$ cat src/rtl/video_frame_capture.sv
// ---------------------------------------------------------------------------
// video_frame_capture
//
// Receive side of the display path. Takes a parallel video stream (DE, HSYNC,
// VSYNC, 24-bit pixel) on the pixel clock and writes one frame as 8-bit
// grayscale (the low byte of the pixel) into a frame-buffer write port. It
// also measures the active geometry and flags timing violations.
//
// Ports
//   CLK_PX       in   pixel clock; all logic on the rising edge
//   RST_n        in   asynchronous active-low reset
//   CAPTURE_REQ  in   one-cycle request to capture the next full frame
//   CONTINUOUS   in   re-arm automatically after every captured frame
//   DE           in   data enable, active high
//   HSYNC        in   horizontal sync, active low
//   VSYNC        in   vertical sync, active low; its falling edge starts a frame
//   HDMI_PX      in   {R,G,B}; only [7:0] is stored
//   WR_EN        out  frame-buffer write strobe, one cycle per stored pixel
//   WR_ADDR      out  frame-buffer write address
//   WR_DATA      out  grayscale pixel value
//   BUSY         out  armed or capturing
//   FRAME_DONE   out  one-cycle pulse at the end of a captured frame
//   MEAS_WIDTH   out  pixel count of the last completed active line
//   MEAS_LINES   out  active-line count of the last completed frame
//   ERR          out  sticky timing-error flag, cleared when a request is taken
//
// A pixel sampled with DE=1 at edge N is presented on WR_* after edge N+2.
// ---------------------------------------------------------------------------
module video_frame_capture #(
  parameter int IMG_X  = 640,
  parameter int IMG_Y  = 480,
  parameter int ADDR_W = 19
) (
  input  logic              CLK_PX,
  input  logic              RST_n,
  input  logic              CAPTURE_REQ,
  input  logic              CONTINUOUS,
  input  logic              DE,
  input  logic              HSYNC,
  input  logic              VSYNC,
  input  logic [23:0]       HDMI_PX,
  output logic              WR_EN,
  output logic [ADDR_W-1:0] WR_ADDR,
  output logic [7:0]        WR_DATA,
  output logic              BUSY,
  output logic              FRAME_DONE,
  output logic [9:0]        MEAS_WIDTH,
  output logic [9:0]        MEAS_LINES,
  output logic              ERR
);

  // The address counter is one bit wider than the port so that it can rest
  // at IMG_X*IMG_Y even when that equals 2^ADDR_W.
  localparam int              TOTAL_I  = IMG_X * IMG_Y;
  localparam logic [ADDR_W:0] TOTAL    = (ADDR_W+1)'(TOTAL_I);
  localparam logic [ADDR_W:0] ADDR_ONE = (ADDR_W+1)'(1);
  localparam logic [9:0]      IMG_X_C  = 10'(IMG_X);
  localparam logic [9:0]      IMG_Y_C  = 10'(IMG_Y);

  typedef enum logic [1:0] {IDLE, ARM, CAPTURE, DONE} state_t;

  function automatic logic [9:0] sat_inc10(input logic [9:0] v);
    return (v == 10'd1023) ? v : v + 10'd1;
  endfunction

  state_t            state;
  logic              de_p1, hs_p1, vs_p1;
  logic [7:0]        px_p1;
  logic              de_p2, vs_p2;
  logic [9:0]        pix_cnt, line_cnt, line_next;
  logic [ADDR_W:0]   addr_cnt;
  logic              wr_vld_p2;
  logic [ADDR_W-1:0] wr_addr_p2;
  logic [7:0]        wr_data_p2;
  logic              de_fall, frame_start, addr_full;

  // Line boundaries are taken from DE; HSYNC and the colour bits above [7:0]
  // are carried for interface completeness only.
  logic unused_inputs;
  assign unused_inputs = ^{hs_p1, HDMI_PX[23:8]};

  // Stage 1: input registers (S1), plus previous-cycle copies for edges
  always_ff @(posedge CLK_PX or negedge RST_n) begin
    if (!RST_n) begin
      de_p1 <= 1'b0;
      hs_p1 <= 1'b0;
      vs_p1 <= 1'b0;
      px_p1 <= '0;
      de_p2 <= 1'b0;
      vs_p2 <= 1'b0;
    end else begin
      de_p1 <= DE;
      hs_p1 <= HSYNC;
      vs_p1 <= VSYNC;
      px_p1 <= HDMI_PX[7:0];
      de_p2 <= de_p1;
      vs_p2 <= vs_p1;
    end
  end

  // Stage 2: edge detection, geometry measurement and capture control
  assign de_fall     = de_p2 & ~de_p1;
  assign frame_start = vs_p2 & ~vs_p1;
  assign addr_full   = (addr_cnt == TOTAL);
  // Line count including a line that ends on this very cycle, so a frame
  // start coinciding with a DE fall is judged on the updated count.
  assign line_next   = de_fall ? sat_inc10(line_cnt) : line_cnt;

  always_ff @(posedge CLK_PX or negedge RST_n) begin
    if (!RST_n) begin
      pix_cnt    <= '0;
      line_cnt   <= '0;
      MEAS_WIDTH <= '0;
    end else begin
      // de_fall implies DE is low in S1, so the final pixel is already counted
      if (de_fall) begin
        MEAS_WIDTH <= pix_cnt;
        pix_cnt    <= '0;
      end else if (de_p1) begin
        pix_cnt <= sat_inc10(pix_cnt);
      end
      line_cnt <= frame_start ? '0 : line_next;
    end
  end

  always_ff @(posedge CLK_PX or negedge RST_n) begin
    if (!RST_n) begin
      state      <= IDLE;
      BUSY       <= 1'b0;
      FRAME_DONE <= 1'b0;
      MEAS_LINES <= '0;
      ERR        <= 1'b0;
      addr_cnt   <= '0;
      wr_vld_p2  <= 1'b0;
      wr_addr_p2 <= '0;
      wr_data_p2 <= '0;
    end else begin
      wr_vld_p2  <= 1'b0;
      FRAME_DONE <= 1'b0;
      case (state)
        IDLE: begin
          if (CAPTURE_REQ) begin
            state      <= ARM;
            BUSY       <= 1'b1;
            ERR        <= 1'b0;
            MEAS_LINES <= '0;
            addr_cnt   <= '0;
          end
        end
        ARM: begin
          // Pixels of the partial frame in flight are deliberately dropped.
          if (frame_start) state <= CAPTURE;
        end
        CAPTURE: begin
          if (de_p1 && vs_p1) begin
            if (!addr_full) begin
              wr_vld_p2  <= 1'b1;
              wr_addr_p2 <= addr_cnt[ADDR_W-1:0];
              wr_data_p2 <= px_p1;
              addr_cnt   <= addr_cnt + ADDR_ONE;
            end else begin
              ERR <= 1'b1;
            end
          end
          if (de_p1 && !vs_p1) ERR <= 1'b1;
          if (de_fall && (pix_cnt != IMG_X_C)) ERR <= 1'b1;
          if (frame_start) begin
            state      <= DONE;
            FRAME_DONE <= 1'b1;
            MEAS_LINES <= line_next;
            // In continuous mode BUSY stays up through the one-cycle DONE.
            BUSY       <= CONTINUOUS;
            if ((line_next != IMG_Y_C) || (addr_cnt != TOTAL)) ERR <= 1'b1;
          end
        end
        DONE: begin
          // The frame start that closed the last frame also opens the next.
          addr_cnt <= '0;
          if (CONTINUOUS) begin
            state <= CAPTURE;
            BUSY  <= 1'b1;
          end else begin
            state <= IDLE;
            BUSY  <= 1'b0;
          end
        end
        default: begin
          state <= IDLE;
          BUSY  <= 1'b0;
        end
      endcase
    end
  end

  // Stage 3: registered frame-buffer write port
  always_ff @(posedge CLK_PX or negedge RST_n) begin
    if (!RST_n) begin
      WR_EN   <= 1'b0;
      WR_ADDR <= '0;
      WR_DATA <= '0;
    end else begin
      WR_EN   <= wr_vld_p2;
      WR_ADDR <= wr_addr_p2;
      WR_DATA <= wr_data_p2;
    end
  end

endmodule

$ cat config.mk
export PLATFORM = sky130hd
export DESIGN_NAME = video_frame_capture
export DESIGN_NICKNAME = d
export VERILOG_FILES = /design/src/rtl/video_frame_capture.sv
export SDC_FILE = /design/constraint.sdc
export NUM_CORES = 1
export LEC_CHECK = 0
export BUFFER_PORTS_ARGS = -buffer_cell sky130_fd_sc_hd__buf_2
export CAP_MARGIN = 40
export CORE_ASPECT_RATIO = 0.9
export CORE_MARGIN = 1
export CORE_UTILIZATION = 56
export DETAILED_ROUTE_END_ITERATION = 12
export PLACE_DENSITY = 0.8
export REMOVE_ABC_BUFFERS = 1
export SKIP_CTS_REPAIR_TIMING = 1
export SYNTH_ARGS = -nofsm -noshare
export SYNTH_HDL_FRONTEND = slang
export SYNTH_SLANG_ARGS = --single-unit
$ cat constraint.sdc
create_clock -name CLK_PX -period 2.8 [get_ports CLK_PX]
set_input_delay 0.28 -clock CLK_PX [delete_from_list [all_inputs] [get_ports CLK_PX]]
set_output_delay 0.28 -clock CLK_PX [all_outputs]
set_load 0.02 [all_outputs]
==> impl_results.md, run 1 <==
- WHS: 141 ps
- PortBufs: 64
- Share of the yosys chip area belonging to registers: 62.1%
- Final Non-Filler Cells: 675
- Initial Utilization: 58.2%
- Root cell of the clock tree: clkbuf_8
- Core footprint: 9210 sq um
- RSZ-0062 raised after global routing: no
- Fin util: 70.8%
- Library cells used by synthesis: 48
- Initial antenna violation count: 0
- Top cells by area, synth: dfrtp_1, mux2_4, nand2_1
- Fraction of registers with async set/reset: 100%
- Worst r2r src: addr_cnt[14]
- Crit path time final: 2370 ps
- Detailed placer's ending HPWL: 6460 um
- Final Slew Violations: 0
- Least-Margin Pin Slew: 736 ps
- Fin Setup TNS: 0 ps
- Gate Count Post-Synth: 453
- First-pass GRT wire length: 17,500 um
- Flop2flop setup slack: 430 ps
- Max Clk Rate: 422 MHz
- Hold_sp: CAPTURE_REQ
- PD cells: 833 nW/um^2
- Period utilization: 84.7%
- Total GRT Usage: 23.1%
- Setup-failing EPs final: 0
- Worst hold path cell count: 3
- CTS H-Tree Depth: 4
- Hold Path Sink: state[0]
- Proportion of layout cells with a drive suffix above 1: 23.3%
- CTS tree: done
- Lkg Pwr: 3.26 nW
- GRT overflow: 0
- Via count: 3,701
- CTS max path bufs: 2
- Synth warn: 0
- Slew Limit Headroom: 50.6%
- Final wirelength: 10,600 um
- Reg2reg end: wr_addr_p2[15]
- Cells on worst reg2reg path: 6
- DRC: 0
- CP Max Fanout: 9
- Worst min path class: in2reg
- # Max-Cap Violations: 0
- Die X: 105 um
- DR WL/cell: 15.7 um
- Syn Area/Cell: 11.8 sq um
- DR vias/cell: 5.48
- Final Skew: 9.80 ps
- Final nets: 576
- Initial drt markers: 138
- First-pass iteration count of the detailed router: 4
- Worst-path clk slew: 60 ps
- Post-synth top area cell: dfrtp_1
- # clock sinks: 133
- GP Congestion: 0.892
- Status: finished, final reports clean
- CTS buffer count: 17
- Worst-Skew Late Latency: 520 ps
- Full die area: 9960 sq um
- Post-Synthesis Cell Area: 5360 sq um
- Post-synth top area share: 62.1%
- Top cells by count, synth: dfrtp_1, nand2_1, nor2_1
- Hold Violations, Final: 0
- Number of synthesized flops with an enable pin: 0
- Top-count cell post-synth: dfrtp_1
- Die Ht: 94.8 um
- Num ports: 82
- Crit start category: flop
- Pin count of the biggest net entering global routing: 66
- N_diodes: 0
- Synth Flop Type: dfrtp_1
- Critical Path Sink Type: flop
- Rows: 33
- CP Class: reg2reg
- Arrival time worst endpoint: 2760 ps
- Data required time at the worst endpoint: 3190 ps
- Area growth syn-to-layout: 21.7%
- Vias in the first global route: 3,602
- Detail Route Antenna Nets: 0
- Total power: 5.43 mW
- Seq cells post-synth: 133
- Inst Count DP: 631
- Max VDD drop: 0.545 mV
how the worst max path moves through the flow:
| stage | endpoint | startpoint | slack (ps) | cells after the start |
|---|---|---|---|---|
| global placement | wr_addr_p2[14] | addr_cnt[14] | 420 | 6 |
| finish | wr_addr_p2[15] | addr_cnt[14] | 430 | 6 |
| floorplan | wr_data_p2[7] | addr_cnt[14] | -80 | 5 |
| global route | wr_addr_p2[15] | addr_cnt[4] | 340 | 6 |
| detailed placement | wr_addr_p2[14] | addr_cnt[14] | 400 | 6 |
| CTS | wr_addr_p2[15] | addr_cnt[14] | 420 | 6 |
stage by stage:
| stage | setup slack (ps) | area (sq um) |
|---|---|---|
| CTS | 415 | 6390 |
| floorplan | -82.1 | 5250 |
| finish | 428 | 6520 |
| global route | 342 | 6520 |
| detailed placement | 396 | 5810 |
| global placement | 421 | 5810 |
sequential cells by signal (all words and copies together) (netlist names), 2 cells and up:
| signal | count |
|---|---|
| WR_ADDR | 19 |
| state | 2 |
| MEAS_WIDTH | 10 |
| wr_addr_p2 | 19 |
| MEAS_LINES | 10 |
| px_p1 | 8 |
| pix_cnt | 10 |
| WR_DATA | 8 |
| addr_cnt | 20 |
| line_cnt | 10 |
| wr_data_p2 | 8 |
report_power, final:
group	switching, mW	leakage [nW]	internal [mW]	total (mW)
registers	0.193	1.77	2.17	2.36
logic	0.530	1.21	0.356	0.886
clock network	0.849	0.276	1.33	2.18
worst max-delay path, stage by stage (launching register included):
cell,delay (ps)
dfrtp_1,430
or4b_1,550
nor4_1,330
a21o_2,230
or2_2,160
buf_4,210
mux2_1,340
kinds of logic after synthesis:
family | count (synthesis) | synth area share, %
muxes | 31 | 7.78
AOI/OAI and AO/OA | 62 | 7.10
and+or+nand+nor | 172 | 15.4
xor gates and xnor gates | 22 | 3.60
DFF | 133 | 62.1
buffers and inverters | 28 | 2.85
adders and majority gates | 5 | 1.17
layout by cell type, fill, tap and decap left out, types with 3 or more instances in the layout:
cell type	n
and3_1	5
buf_2	63
nor3_1	9
mux2i_1	6
inv_1	12
nor4_1	3
buf_4	7
and4_1	5
mux2_1	3
nand3_1	13
clkbuf_8	3
xnor2_1	7
o21ai_0	23
dfrtp_1	133
clkbuf_16	16
and2_1	4
nand2_1	60
ha_1	5
nor2_1	43
mux2_4	20
xor2_1	15
nand4_1	11
o31ai_1	4
nand2b_1	7
inv_6	3
dlygate4sd3_1	12
clkinvlp_4	4
a21oi_1	13
layout make-up:
cell class,count,area (sq um)
clock buffer,20,445
clock inverter,12,141
fill,609,2690
inverter,12,45.0
multi-input combinational,292,1870
sequential,133,3330
tap,122,153
timing repair buffer,84,528
routing by layer:
metal  vias up  wire (um)  GRT usage (%)
li1       1743          -              -
met1      1822       4990           31.1
met2       120       4980           36.3
met3        16        462           6.21
met4         0        163           9.04
met5         -          0              0
Power figures use the tool's default switching activity.
==> run 2: changes to the inputs <==
- clock period: 2.8 -> 2.5 ns (I/O delays scaled with it)
==> run 2 against run 1 <==
Clock-buffer cell count shrank 1; global-route usage about the same; sequential power grew 12%; final area up 0.67%; flip-flop and latch count unchanged; combinational power rose by 13%; highest routed layer unchanged.
==> impl_results.md, run 2 (synthesis results as in run 1) <==
- Initial antenna violation count: 0
- Met2 Resource Use GR: 34.9%
- Worst r2r src: addr_cnt[11]
- Root cell of the clock tree: clkbuf_8
- CTS tree: done
- CP Class: reg2reg
- Slowest-stage cell, CP: or4b_1
- Final Slew Violations: 0
- CTS H-Tree Depth: 4
- Critical Path, Cell by Cell: or4b_1, nor4_1, a21o_2, or2_2, buf_12, mux2_2
- Fill cells: 616
- Status: finished, final reports clean
- Fin util: 71.2%
- Most frequent cells in the layout: dfrtp_1, buf_2, nand2_1
- Final Skew: 11.0 ps
- Via count: 3,735
- First-pass GRT wire length: 17,600 um
- PD cells: 929 nW/um^2
- Critical Path Sink Type: flop
- Met3 GRT Util: 5.80%
- Die X: 105 um
- Crit start category: flop
- Most common cell after layout, fill and taps aside: dfrtp_1
- Max stage delay on crit path: 540 ps
- Proportion of layout cells with a drive suffix above 1: 24.0%
- Slew Limit Headroom: 52.8%
- Initial drt markers: 210
- CP Max Fanout: 25
- First-pass iteration count of the detailed router: 4
- Data required time at the worst endpoint: 2900 ps
- Hold Path Sink: state[0]
- Detailed placer's ending HPWL: 6560 um
- Worst-Skew Late Latency: 520 ps
- Least-Margin Pin Slew: 703 ps
- N_diodes: 0
- Max VDD drop: 0.489 mV
- Hold_sp: CAPTURE_REQ
- CTS buffer count: 17
- Full die area: 9960 sq um
- Area growth syn-to-layout: 22.5%
- Max FFs per register: 20
- GRT Max-Usage Layer: met2
- Detail Route Antenna Nets: 0
- Multi-input logic area: 1870 sq um
- Worst hold path cell count: 3
- Fin worst setup slack: 115 ps
- Final wirelength: 10,500 um
- Core footprint: 9210 sq um
- Crit path time final: 2380 ps
- # Max-Cap Violations: 0
- Final nets: 582
- DRC: 0
- Arrival time worst endpoint: 2780 ps
- Rows: 33
- GP Congestion: 0.904
- Pin count of the biggest net entering global routing: 68
- Max Clk Rate: 419 MHz
- Die Ht: 94.8 um
- Sequential cell area: 3330 sq um
- Worst-path clk slew: 60 ps
- DR WL/cell: 15.4 um
- Register with the most flip-flops: addr_cnt
- Largest regs: addr_cnt x20, WR_ADDR x19, wr_addr_p2 x19
- Setup-failing EPs final: 0
- Flop2flop setup slack: 120 ps
- GRT overflow: 0
- Initial Utilization: 58.2%
- WHS: 95.0 ps
- Worst min path class: in2reg
- Reg2reg end: wr_data_p2[7]
- Cells on worst reg2reg path: 6
- CTS max path bufs: 2
- DR vias/cell: 5.49
- Met1 usage: 32.6%
- Dpl ws: 154 ps
- Total GRT Usage: 23.2%
- PortBufs: 64
- Lkg Pwr: 3.29 nW
- RSZ-0062 raised after global routing: no
- Vias in the first global route: 3,530
- Num ports: 82
- # clock sinks: 133
- Period utilization: 95.4%
- Hold Violations, Final: 0
[run 2: cell count changes in the layout (fill, tap and decap cells not counted)]
cell,delta
inv_8,-1
inv_6,-1
clkinv_2,+2
buf_4,+6
clkinvlp_4,-1
clkbuf_8,-1
bufinv_16,+1
[run 2: worst max-delay path, delay by kind of cell (launching register included)]
family,cells,cell delay [ps]
DFF,1,420
buffers and inverters,1,200
and+or+nand+nor,3,1030
muxes,1,360
AOI/OAI and AO/OA,1,240
[run 2: area by class of cell]
class / instances / area share, %
clock buffer: 19 / 6.58
inverter: 12 / 0.687
timing repair buffer: 90 / 8.74
tap: 122 / 2.33
multi-input combinational: 292 / 28.6
clock inverter: 12 / 2.35
sequential: 133 / 50.7
[run 2: metal layers]
metal / part of all wire [%] / up-vias
met5: 0 / -
met4: 1.9 / 0
met3: 4.5 / 21
met2: 47 / 121
met1: 47 / 1840
li1: - / 1753
[run 2: where the power goes]
group	internal, mW	leakage, nW	switching (mW)
registers	2.43	1.77	0.208
clock network	1.54	0.280	0.910
logic	0.400	1.24	0.604
total	4.37	3.29	1.72
[run 2: per-stage QoR]
| step | instance area, sq um | total power, mW | cells | TNS [ps] |
|---|---|---|---|---|
| after floorplan | 5250 | 3.28 | 437 | -8290 |
| after global placement | 5850 | 3.61 | 637 | 0 |
| after detailed placement | 5850 | 3.66 | 637 | 0 |
| after CTS | 6440 | 6.12 | 668 | 0 |
| after global routing | 6560 | 6.37 | 680 | 0 |
| final | 6560 | 6.09 | 680 | 0 |
[run 2: how the worst max path moves through the flow]
stage / start / end / slack (ps)
final: addr_cnt[11] / wr_data_p2[7] / 120
after global routing: addr_cnt[11] / wr_data_p2[7] / 20
after CTS: addr_cnt[11] / wr_data_p2[7] / 100
after detailed placement: addr_cnt[5] / wr_data_p2[7] / 150
after global placement: addr_cnt[17] / wr_data_p2[7] / 180
after floorplan: addr_cnt[14] / wr_data_p2[7] / -380
